--- config.mk ---
export PLATFORM = sky130hd
export DESIGN_NAME = mult_err_monitor
export DESIGN_NICKNAME = d
export VERILOG_FILES = /design/src/rtl/mult_err_monitor.sv
export SDC_FILE = /design/constraint.sdc
export NUM_CORES = 1
export LEC_CHECK = 0
export ABC_CLOCK_PERIOD_IN_PS = 11100
export CAP_MARGIN = 5
export CORE_ASPECT_RATIO = 1.75
export CORE_MARGIN = 4
export CORE_UTILIZATION = 45
export CTS_BUF_LIST = sky130_fd_sc_hd__clkbuf_8
export DETAILED_ROUTE_END_ITERATION = 6
export PLACE_DENSITY = 0.78
export SYNTH_ARGS = -nofsm -noshare
export SYNTH_HDL_FRONTEND = slang
export SYNTH_SLANG_ARGS = --single-unit
--- constraint.sdc ---
create_clock -name clk -period 11.1 [get_ports clk]
set_input_delay 2.22 -clock clk [delete_from_list [all_inputs] [get_ports clk]]
set_output_delay 2.22 -clock clk [all_outputs]
set_load 0.03 [all_outputs]
--- src/rtl/mult_err_monitor.sv ---
// Error-statistics monitor for an exact or approximate W x W multiplier.
// Accepts n_samples (a, b, p_dut) triples and accumulates error-distance statistics.
module mult_err_monitor #(
    parameter int unsigned W     = 4,
    parameter int unsigned CNT_W = 8,
    parameter int unsigned SUM_W = 2 * W + CNT_W
) (
    input  logic               clk,
    input  logic               rst,
    input  logic               start,
    input  logic [CNT_W-1:0]   n_samples,
    input  logic               in_valid,
    output logic               in_ready,
    input  logic [W-1:0]       a,
    input  logic [W-1:0]       b,
    input  logic [2*W-1:0]     p_dut,
    output logic               busy,
    output logic               done,
    output logic [CNT_W:0]     err_count,
    output logic [SUM_W-1:0]   sum_ed,
    output logic [2*W-1:0]     max_ed,
    output logic [SUM_W:0]     bias
);

    localparam int unsigned PW     = 2 * W;
    localparam int unsigned BiasExt = SUM_W - PW;
    localparam logic [CNT_W:0] CntOne = (CNT_W + 1)'(1);

    typedef enum logic [1:0] {StIdle, StRun, StDrain, StDone} state_e;

    state_e state_q, state_d;

    logic [CNT_W:0]   target_q, cnt_q;
    logic             accept, launch;

    logic             s1_valid_q;
    logic [W-1:0]     s1_a_q, s1_b_q;
    logic [PW-1:0]    s1_p_q;

    logic             s2_valid_q;
    logic [PW:0]      s2_diff_q;
    logic [PW-1:0]    s2_ed_q;

    logic [PW-1:0]    exact_c;
    logic [PW:0]      diff_c, neg_c;
    logic [PW-1:0]    ed_c;

    logic [CNT_W:0]   err_q;
    logic [SUM_W-1:0] sum_q;
    logic [PW-1:0]    max_q;
    logic [SUM_W:0]   bias_q;

    assign accept = in_valid & in_ready;

    always_ff @(posedge clk) begin
        if (rst) begin
            state_q <= StIdle;
        end else begin
            state_q <= state_d;
        end
    end

    always_comb begin
        state_d  = state_q;
        in_ready = 1'b0;
        busy     = 1'b0;
        done     = 1'b0;
        launch   = 1'b0;
        unique case (state_q)
            StIdle: begin
                if (start) begin
                    launch  = 1'b1;
                    state_d = StRun;
                end
            end
            StRun: begin
                busy     = 1'b1;
                in_ready = cnt_q < target_q;
                if (in_valid && (cnt_q < target_q) && ((cnt_q + CntOne) == target_q)) begin
                    state_d = StDrain;
                end
            end
            StDrain: begin
                busy = 1'b1;
                // Last sample is in stage 2 and nothing follows it: accumulate and finish.
                if (s2_valid_q && !s1_valid_q) begin
                    state_d = StDone;
                end
            end
            StDone: begin
                done = 1'b1;
                if (start) begin
                    launch  = 1'b1;
                    state_d = StRun;
                end
            end
            default: state_d = StIdle;
        endcase
    end

    assign exact_c = PW'(s1_a_q) * PW'(s1_b_q);
    assign diff_c  = {1'b0, s1_p_q} - {1'b0, exact_c};
    assign neg_c   = '0 - diff_c;
    assign ed_c    = diff_c[PW] ? neg_c[PW-1:0] : diff_c[PW-1:0];

    always_ff @(posedge clk) begin
        if (rst) begin
            s1_valid_q <= 1'b0;
            s1_a_q     <= '0;
            s1_b_q     <= '0;
            s1_p_q     <= '0;
            s2_valid_q <= 1'b0;
            s2_diff_q  <= '0;
            s2_ed_q    <= '0;
            target_q   <= '0;
            cnt_q      <= '0;
            err_q      <= '0;
            sum_q      <= '0;
            max_q      <= '0;
            bias_q     <= '0;
        end else begin
            s1_valid_q <= accept;
            if (accept) begin
                s1_a_q <= a;
                s1_b_q <= b;
                s1_p_q <= p_dut;
            end
            s2_valid_q <= s1_valid_q;
            if (s1_valid_q) begin
                s2_diff_q <= diff_c;
                s2_ed_q   <= ed_c;
            end
            if (launch) begin
                // A zero count selects the full 2^CNT_W-sample run.
                target_q <= (n_samples == '0) ? {1'b1, {CNT_W{1'b0}}} : {1'b0, n_samples};
                cnt_q    <= '0;
                err_q    <= '0;
                sum_q    <= '0;
                max_q    <= '0;
                bias_q   <= '0;
            end else begin
                if (accept) begin
                    cnt_q <= cnt_q + CntOne;
                end
                if (s2_valid_q) begin
                    err_q  <= err_q + (CNT_W + 1)'(s2_ed_q != '0);
                    sum_q  <= sum_q + SUM_W'(s2_ed_q);
                    bias_q <= bias_q + {{BiasExt{s2_diff_q[PW]}}, s2_diff_q};
                    if (s2_ed_q > max_q) begin
                        max_q <= s2_ed_q;
                    end
                end
            end
        end
    end

    assign err_count = err_q;
    assign sum_ed    = sum_q;
    assign max_ed    = max_q;
    assign bias      = bias_q;

endmodule

After elaboration in Yosys (flattened, before gate mapping)
Cells that the tools add are included.
- bits in registers: 105
- output and inout port bits: 53
- word-level logic and storage cells: 54
- $add $sub $neg: 6
- multipliers: 1
- order comparisons: 2
- equality and inequality tests: 7
- mux-type cells: 11
- bitwise gates (word level): 1
- reduce and logical (&&, ||, !) cells: 12
- operators with widths (operator ; number):
    $add A17 B17 Y17 ; 1
    $add A16 B8 Y16 ; 1
    $add A9 B1 Y9 ; 1
    $add A9 B1 Y9 const B ; 1
    $eq A9 B9 Y1 ; 1
    $lt A9 B9 Y1 ; 1
    $mux W9 ; 1
    $sub A8 B8 Y9 ; 1
    $gt A8 B8 Y1 ; 1
    $logic_not A8 Y1 ; 1
    $mul A4 B4 Y8 ; 1
    $mux W8 ; 1
    $reduce_bool A8 Y1 ; 1
    $sub A1 B8 Y8 const A ; 1
    $mux W2 ; 3
    $pmux W2 S3 ; 1
    $reduce_or A2 Y1 ; 3
    $mux W1 ; 5
    $eq A2 B2 Y1 const B ; 2
    $ne A2 B2 Y1 const B ; 2
    $logic_and A1 B1 Y1 ; 3
    $reduce_and A3 Y1 ; 1
    $eq A2 B1 Y1 const B ; 1
    $logic_not A2 Y1 ; 1
    4 further kinds ; 4

Longest topological paths before layout
Gate-level depths: netlist of the first run.
- depth in word-level cells: 5
- gate-level depth with buffers: 14

Worst setup path before layout of the first run
OpenSTA, ideal clock, no wires.
- kind: register -> output
- start: register target_q[7]
- end: output in_ready
- arrival time: 1598 ps
- data required time: 8880 ps
- path slack: 7282 ps
- stages on the path, launching flop included: 7
- buffers on the path: 0
- cells stage by stage: dfxtp_1 > inv_1 > ha_1 > nor4_1 > nand2_1 > o21ai_1 > and2_1
- word-level cells in the longest chain between the ends: 2
- RTL lines (element ; line ; source):
    start: declaration ; 33 ; logic [CNT_W:0] target_q, cnt_q;
    start signal: assignment ; 135 ; target_q <= (n_samples == '0) ? {1'b1, {CNT_W{1'b0}}} : {1'b0, n_samples};
    $lt A9 B9 Y1 ; 78 ; in_ready = cnt_q < target_q;
    $mux W1 ; 69 ; unique case (state_q)
    end: declaration ; 13 ; output logic in_ready,
No other way between the ends.

Final worst setup path of the first run
Same ends and word-level chain as after synthesis.

==> impl_results.md, run 1 <==
* Power per cell area at about 130 mW/mm²
* Setup repair after global routing missed its margin: false
* Arrival time worst endpoint at approximately 2.7 ns
* Count of warnings emitted by yosys at 0
* Element type at the critical path start: register
* CTS sink count at 104
* Post-CTS Hold Buffers at 0
* Clock latency at the later pin of the worst-skew pair at approximately 0.39 ns
* Fin. max-slew vios at 0
* All-layer global routing usage at between 10% and 20%
* Number of clock buffers inserted by TritonCTS at 9
* Register-to-Register Setup Slack at approximately 7 ns
* Number of maximum-capacitance violations at 0
* Pre-antenna DRT Iters at 4
* Crit share post-route at 44.5%
* Nets at 938
* Die Span X at between 90 and 100 µm
* Number of buffers between clock root and the deepest sink at 2
* Synthesized area per cell at between 8 and 9 µm²
* Syn Std Cell Area at 0.00656 mm²
* Post-Place Setup Slack at roughly 6.5 ns
* Final critical delay including setup and external delays at ~5 ns
* Post-cts sizing count at 0
* Netlist cell types at approximately 60
* R2R Path End: s2_ed_q[2]
* Critical path peak fanout at 6
* Highest achievable clock rate at 0.202 GHz
* #FFs+latches synth at between 100 and 150
* Number of setup buffers added after CTS at 0
* Sort of element at the end of the critical path: output pin
* Buffers on Ports at 80
* Hpwl dp at ~11000 µm
* Initial antenna violation count at 0
* Setup_tns at 0 ns
* Worst R2R Path Depth at 13
* Starting DRT DRC Count at between 150 and 200
* Pin count of the biggest net entering global routing at 54
* Row cnt at just under 60
* Hold path cells at 2
* Num ports at 81
* Cell accounting for the most synthesized area: dfxtp_1
* P&R area growth vs syn at 17.9%
* Avg WL per Cell at 13.8 µm
* Detailed-route wire length at roughly 14000 µm
* Vias in the first global route at ~5400
* Count of endpoints failing hold in the final timing report at 0
* Vias at around 5500
* Fraction of registers with async set or reset after synthesis at 0%
* Die Footprint at approximately 0.017 mm²
* Count of flip-flops with a built-in enable after synthesis at 0
* Area of the core region at approximately 0.014 mm²
* Number of filler cells placed in the layout at approximately 1300
* Path category of the worst min-delay check: register to register
* CP Data Required Time at 8.88 ns
* Synth Instances at approximately 760
* Via density at about 5.4
* Chip Height at roughly 170 µm
* Layout cells sized above 1 at around 3.8%
* Worst-case setup margin in the final layout at slightly above 6 ns
* Clock transition at path regs at roughly 0.1 ns
* Total nets after synthesis at about 870
* Main flop type after synthesis: dfxtp_1
* Congestion Overflow GR at 0
* Worst IR Drop VDD at ~90 µV
* Worst Hold End: target_q[0]
* Final setup fails at 0
* Worst hold path startpoint: target_q[0]
* Worst max-slew margin expressed relative to the limit at a little under two fifths
* # H-tree levels at 3
* Pleak at 3.13 nW
* Cell chosen for the clock root: clkbuf_8
* Cell types occupying the most area after synthesis: dfxtp_1, ha_1, mux2i_1
* Proportion of netlist area held by the largest area contributor at a little under a third
* Outcome: completed
* Worst-Margin Slew at 0.941 ns
* Worst clock skew at between 0.015 and 0.02 ns
* Antenna fix cells at 0
* Initial core utilization at between 40 and 50%
* Fraction of the yosys area taken by sequential cells at a little under a third
* Launch point of the worst reg-to-reg path: s1_a_q[0]
* CTS tree: built
* DRC violations left at 0
* Worst setup path class: register to output pin
* First-pass GRT wire length at ~24000 µm
* Antenna Nets Post-Route at 0
* Core Util, Final at a little over half
* Placer congestion estimate at between 0.8 and 0.9
[synth_stat cells, drive strengths merged (2+ instances only)]
cell	instances
a211oi	16
a21o	9
a21oi	44
a31oi	6
and2	18
and3	6
and4	3
buf	9
clkbuf	14
dfxtp	104
fa	11
ha	66
inv	59
mux2i	48
nand2	54
nand2b	3
nand3	17
nand4	9
nor2	101
nor2b	11
nor3	13
nor4	6
nor4b	3
o211ai	7
o21a	6
o21ai	21
o21ba	2
o21bai	4
o22ai	2
o311ai	2
o31a	2
or2	5
or3	2
or4	4
xnor2	30
xor2	28
[critical path: stages (launching register included)]
cell and delay (ns):
dfxtp_1 0.38, inv_1 0.07, ha_1 0.22, nor4_1 0.41, nand2_1 0.09, o21ai_1 0.34
and2_1 0.18, clkdlybuf4s50_1 0.66
[placed cells by master (no fill, tap or decap), types with 18 or more instances in the layout]
cell type / n
dfxtp_1: 104
nor2_1: 101
clkdlybuf4s50_1: 80
ha_1: 66
inv_1: 59
nand2_1: 53
mux2i_1: 48
a21oi_1: 44
xnor2_1: 30
xor2_1: 28
and2_1: 18
[sequential cells by signal (all words and copies together), names as in the netlist]
name / count
err_count: 9
s2_ed_q: 7
target_q: 9
bias: 17
s2_diff_q: 9
cnt_q: 9
sum_ed: 16
max_ed: 8
s1_valid_q: 1
s1_b_q: 4
s1_a_q: 4
state_q: 2
s1_p_q: 8
s2_valid_q: 1
[area by class of cell]
type	instances	area [µm²]	area share (%)
clock buffer	9	124	1.60
clock inverter	7	85.1	1.10
inverter	59	221	2.87
multi-input combinational	575	4160	53.8
sequential	104	2080	26.9
tap	180	225	2.91
timing repair buffer	84	831	10.7
[metal layers]
metal  wire (µm)  share of wire [%]  global-route usage, %  up-vias
met5           0                  0                      0        -
met4         490                3.5                   8.03        0
met3         405                2.9                   2.50       34
met2        7520                 53                   32.6       98
met1        5660                 40                   18.0     2554
li1            -                  -                      -     2770
[logic make-up after synthesis]
group,synth area share (%)
buf+inv,4.85
fa+ha+maj,16.0
simple gates,18.6
compound gates,13.6
mux,7.50
xor+xnor,7.75
flops,31.7
[stage by stage]
| step | power (mW) | cell area [µm²] | hold WS (ns) | std cells |
|---|---|---|---|---|
| after global routing | 1.11 | 7730 | 0.515 | 1018 |
| after detailed placement | 0.797 | 7520 | 0.451 | 1002 |
| final | 1.04 | 7730 | 0.467 | 1018 |
| after CTS | 1.05 | 7730 | 0.467 | 1018 |
| after global placement | 0.788 | 7520 | 0.452 | 1002 |
| after floorplan | 0.704 | 6560 | 0.441 | 761 |
[power by group]
| group | total [mW] | internal [mW] | switching [mW] | leakage [nW] |
|---|---|---|---|---|
| registers | 0.429 | 0.398 | 0.0308 | 0.840 |
| clock network | 0.255 | 0.110 | 0.145 | 0.106 |
| logic | 0.359 | 0.147 | 0.211 | 2.18 |
| total | 1.04 | 0.655 | 0.387 | 3.13 |
[worst max-delay path by stage]
stage,from,to,slack [ns],cells past startpoint
after detailed placement,rst,bias[13],6.48,8
final,target_q[7],in_ready,6.16,7
after global placement,rst,bias[13],6.58,8
after floorplan,target_q[7],in_ready,7.28,6
after global routing,target_q[7],in_ready,5.96,7
after CTS,target_q[7],in_ready,6.14,7
Note: power is estimated with default switching activity, not from simulation.
==> run 2, diff against run 1 <==
--- a/config.mk
+++ b/config.mk
@@ -5,7 +5,7 @@
 export SDC_FILE = /design/constraint.sdc
 export NUM_CORES = 1
 export LEC_CHECK = 0
-export ABC_CLOCK_PERIOD_IN_PS = 11100
+export ABC_CLOCK_PERIOD_IN_PS = 4600
 export CAP_MARGIN = 5
 export CORE_ASPECT_RATIO = 1.75
 export CORE_MARGIN = 4
==> constraint.sdc (replaced) <==
create_clock -name clk -period 4.6 [get_ports clk]
set_input_delay 0.92 -clock clk [delete_from_list [all_inputs] [get_ports clk]]
set_output_delay 0.92 -clock clk [all_outputs]
set_load 0.03 [all_outputs]
==> impl_results.md, run 2 (same netlist as run 1, synthesis figures left out) <==
* Post-Place Cell Area at ~0.0075 mm²
* Post-cts sizing count at 0
* Area of the core region at between 0.01 and 0.015 mm²
* Post-CTS Hold Buffers at 0
* Initial core utilization at a little under half
* Element type at the critical path start: register
* Cell-by-cell trace of the critical path: and2_1 > fa_1 > ha_1 > fa_1 > inv_1 > ha_1 > nand3_1 > o21ba_1 > o2111a_1 > a211oi_4 > or2b_1 > xnor2_1 > a211oi_1
* Worst-case setup margin in the final layout at between 0.6 and 0.7 ns
* Number of clock buffers inserted by TritonCTS at 9
* Number of maximum-capacitance violations at 0
* Power per cell area at between 300 and 400 mW/mm²
* Clock transition at path regs at around 0.11 ns
* Combinational Power Share at 34.4%
* Placer congestion estimate at between 0.8 and 0.9
* Post-Place Setup Slack at 0.629 ns
* Number of buffers between clock root and the deepest sink at 2
* Pin count of the biggest net entering global routing at 50
* Most frequent standard cell in the layout excluding fill and tap cells: dfxtp_1
* Count of endpoints failing hold in the final timing report at 0
* Worst IR Drop VDD at between 150 and 200 µV
* Via density at 5.35
* Fin. max-slew vios at 0
* Final setup fails at 0
* Row cnt at 58
* Nets at 938
* Arrival time worst endpoint at between 4 and 5 ns
* CTS tree: built
* CP Data Required Time at just under 5 ns
* Cell chosen for the clock root: clkbuf_8
* Sort of element at the end of the critical path: register
* DRC violations left at 0
* Pleak at about 3.1 nW
* Crit share post-route at between 80% and 90%
* Finished Layout Cells at between 1000 and 1500
* Area taken by flip-flops and latches at 0.00208 mm²
* Highest achievable clock rate at 0.254 GHz
* WP buf/inv at 1
* Top library cells by usage in the layout, fill and taps aside: dfxtp_1, nor2_1, clkdlybuf4s50_1
* Design area at around 0.0077 mm²
* Buffers on Ports at 80
* Hpwl dp at between 10000 and 15000 µm
* Max reg flops at 17
* Final Power at between 2 and 3 mW
* Vias in the first global route at 5352
* First-pass GRT wire length at roughly 24000 µm
* Worst setup path class: register to register
* # H-tree levels at 3
* Starting DRT DRC Count at around 150
* Share of power burned in the clock network at around a quarter
* Initial antenna violation count at 0
* Detailed-route wire length at around 14000 µm
* Total net switching power at between 0.9 and 1 mW
* Worst clock skew at ~0.012 ns
* Final critical delay including setup and external delays at 3.94 ns
* Outcome: completed
* Pre-antenna DRT Iters at 4
* Num ports at 81
* Area used by multi-input combinational logic at 0.00416 mm²
* Layout cells sized above 1 at between 3 and 4%
* Die Footprint at 0.0166 mm²
* Sequential cell fraction of total power at 41.4%
* Vias at 5446
* CP delay by family, top: adder cells
* Path category of the worst min-delay check: register to register
* All-layer global routing usage at 17.3%
* Die Span X at 99.3 µm
* Antenna fix cells at 0
* Number of setup buffers added after CTS at 0
* Setup repair after global routing missed its margin: false
* Switching portion of total power at between 30% and 40%
* Slowest stage cell, crit path: fa_1
* Number of filler cells placed in the layout at about 1400
* Worst-Margin Slew at approximately 0.93 ns
* Critical path peak fanout at 9
* Clock latency at the later pin of the worst-skew pair at 0.38 ns
* Setup_tns at 0 ns
* CTS sink count at between 100 and 150
* Stage delay of the slowest cell on the critical path at about 0.53 ns
* Int Pwr at 1.59 mW
* Post-placement cell count at between 1000 and 1500
* Avg WL per Cell at 13.6 µm
* Worst max-slew margin expressed relative to the limit at 37.8%
* P&R area growth vs syn at 17.8%
* Congestion Overflow GR at 0
* Chip Height at 168 µm
* Antenna Nets Post-Route at 0
## run 2: through the flow
stage               hold slack (ns)  utilization (%)
CTS                           0.483             53.8
detailed placement            0.469             52.3
floorplan                     0.441                -
global route                  0.510             53.8
global placement              0.450             52.3
finish                        0.479             53.8
## run 2: path summary, 6_finish.rpt
kind | from | endpoint | slack, ns | cells past startpoint
setup / recovery | s1_a_q[0] | s2_ed_q[2] | 0.66 | 13
hold / removal | bias[16] | bias[16] | 0.48 | 2
setup reg to reg | s1_a_q[0] | s2_ed_q[2] | 0.66 | 13
hold reg to reg | bias[16] | bias[16] | 0.48 | 2
## run 2: worst reg2reg max path: stages, from the launching register on
cell and delay, ns:
dfxtp_1 0.36, and2_1 0.19, fa_1 0.47, ha_1 0.33, fa_1 0.53, inv_1 0.05, ha_1 0.36, nand3_1 0.13
o21ba_1 0.17, o2111a_1 0.27, a211oi_4 0.38, or2b_1 0.30, xnor2_1 0.13, a211oi_1 0.22
## run 2: final cells by class
type | instances | area share (%)
Clock buffer | 10 | 1.78
Clock inverter | 6 | 0.859
Inverter | 59 | 2.87
Multi-Input combinational cell | 575 | 53.9
Sequential cell | 104 | 27.0
Tap cell | 180 | 2.92
Timing Repair Buffer | 84 | 10.8
## run 2: power groups by stage
| stage | sequential [mW] | clock, mW | combinational [mW] |
|---|---|---|---|
| after CTS | 1.04 | 0.626 | 0.870 |
| after global routing | 1.05 | 0.659 | 0.970 |
| after floorplan | 1.03 | 0 | 0.670 |
| final | 1.04 | 0.608 | 0.860 |
| after detailed placement | 1.06 | 0 | 0.868 |
| after global placement | 1.05 | 0 | 0.841 |
## run 2: routing by layer
metal,up-vias,GRT usage (%),share of wire (%)
met4,0,7.55,3.2
met5,-,0,0
met3,37,3.04,3.4
met1,2528,18.1,39
met2,113,32.7,54
li1,2768,-,-
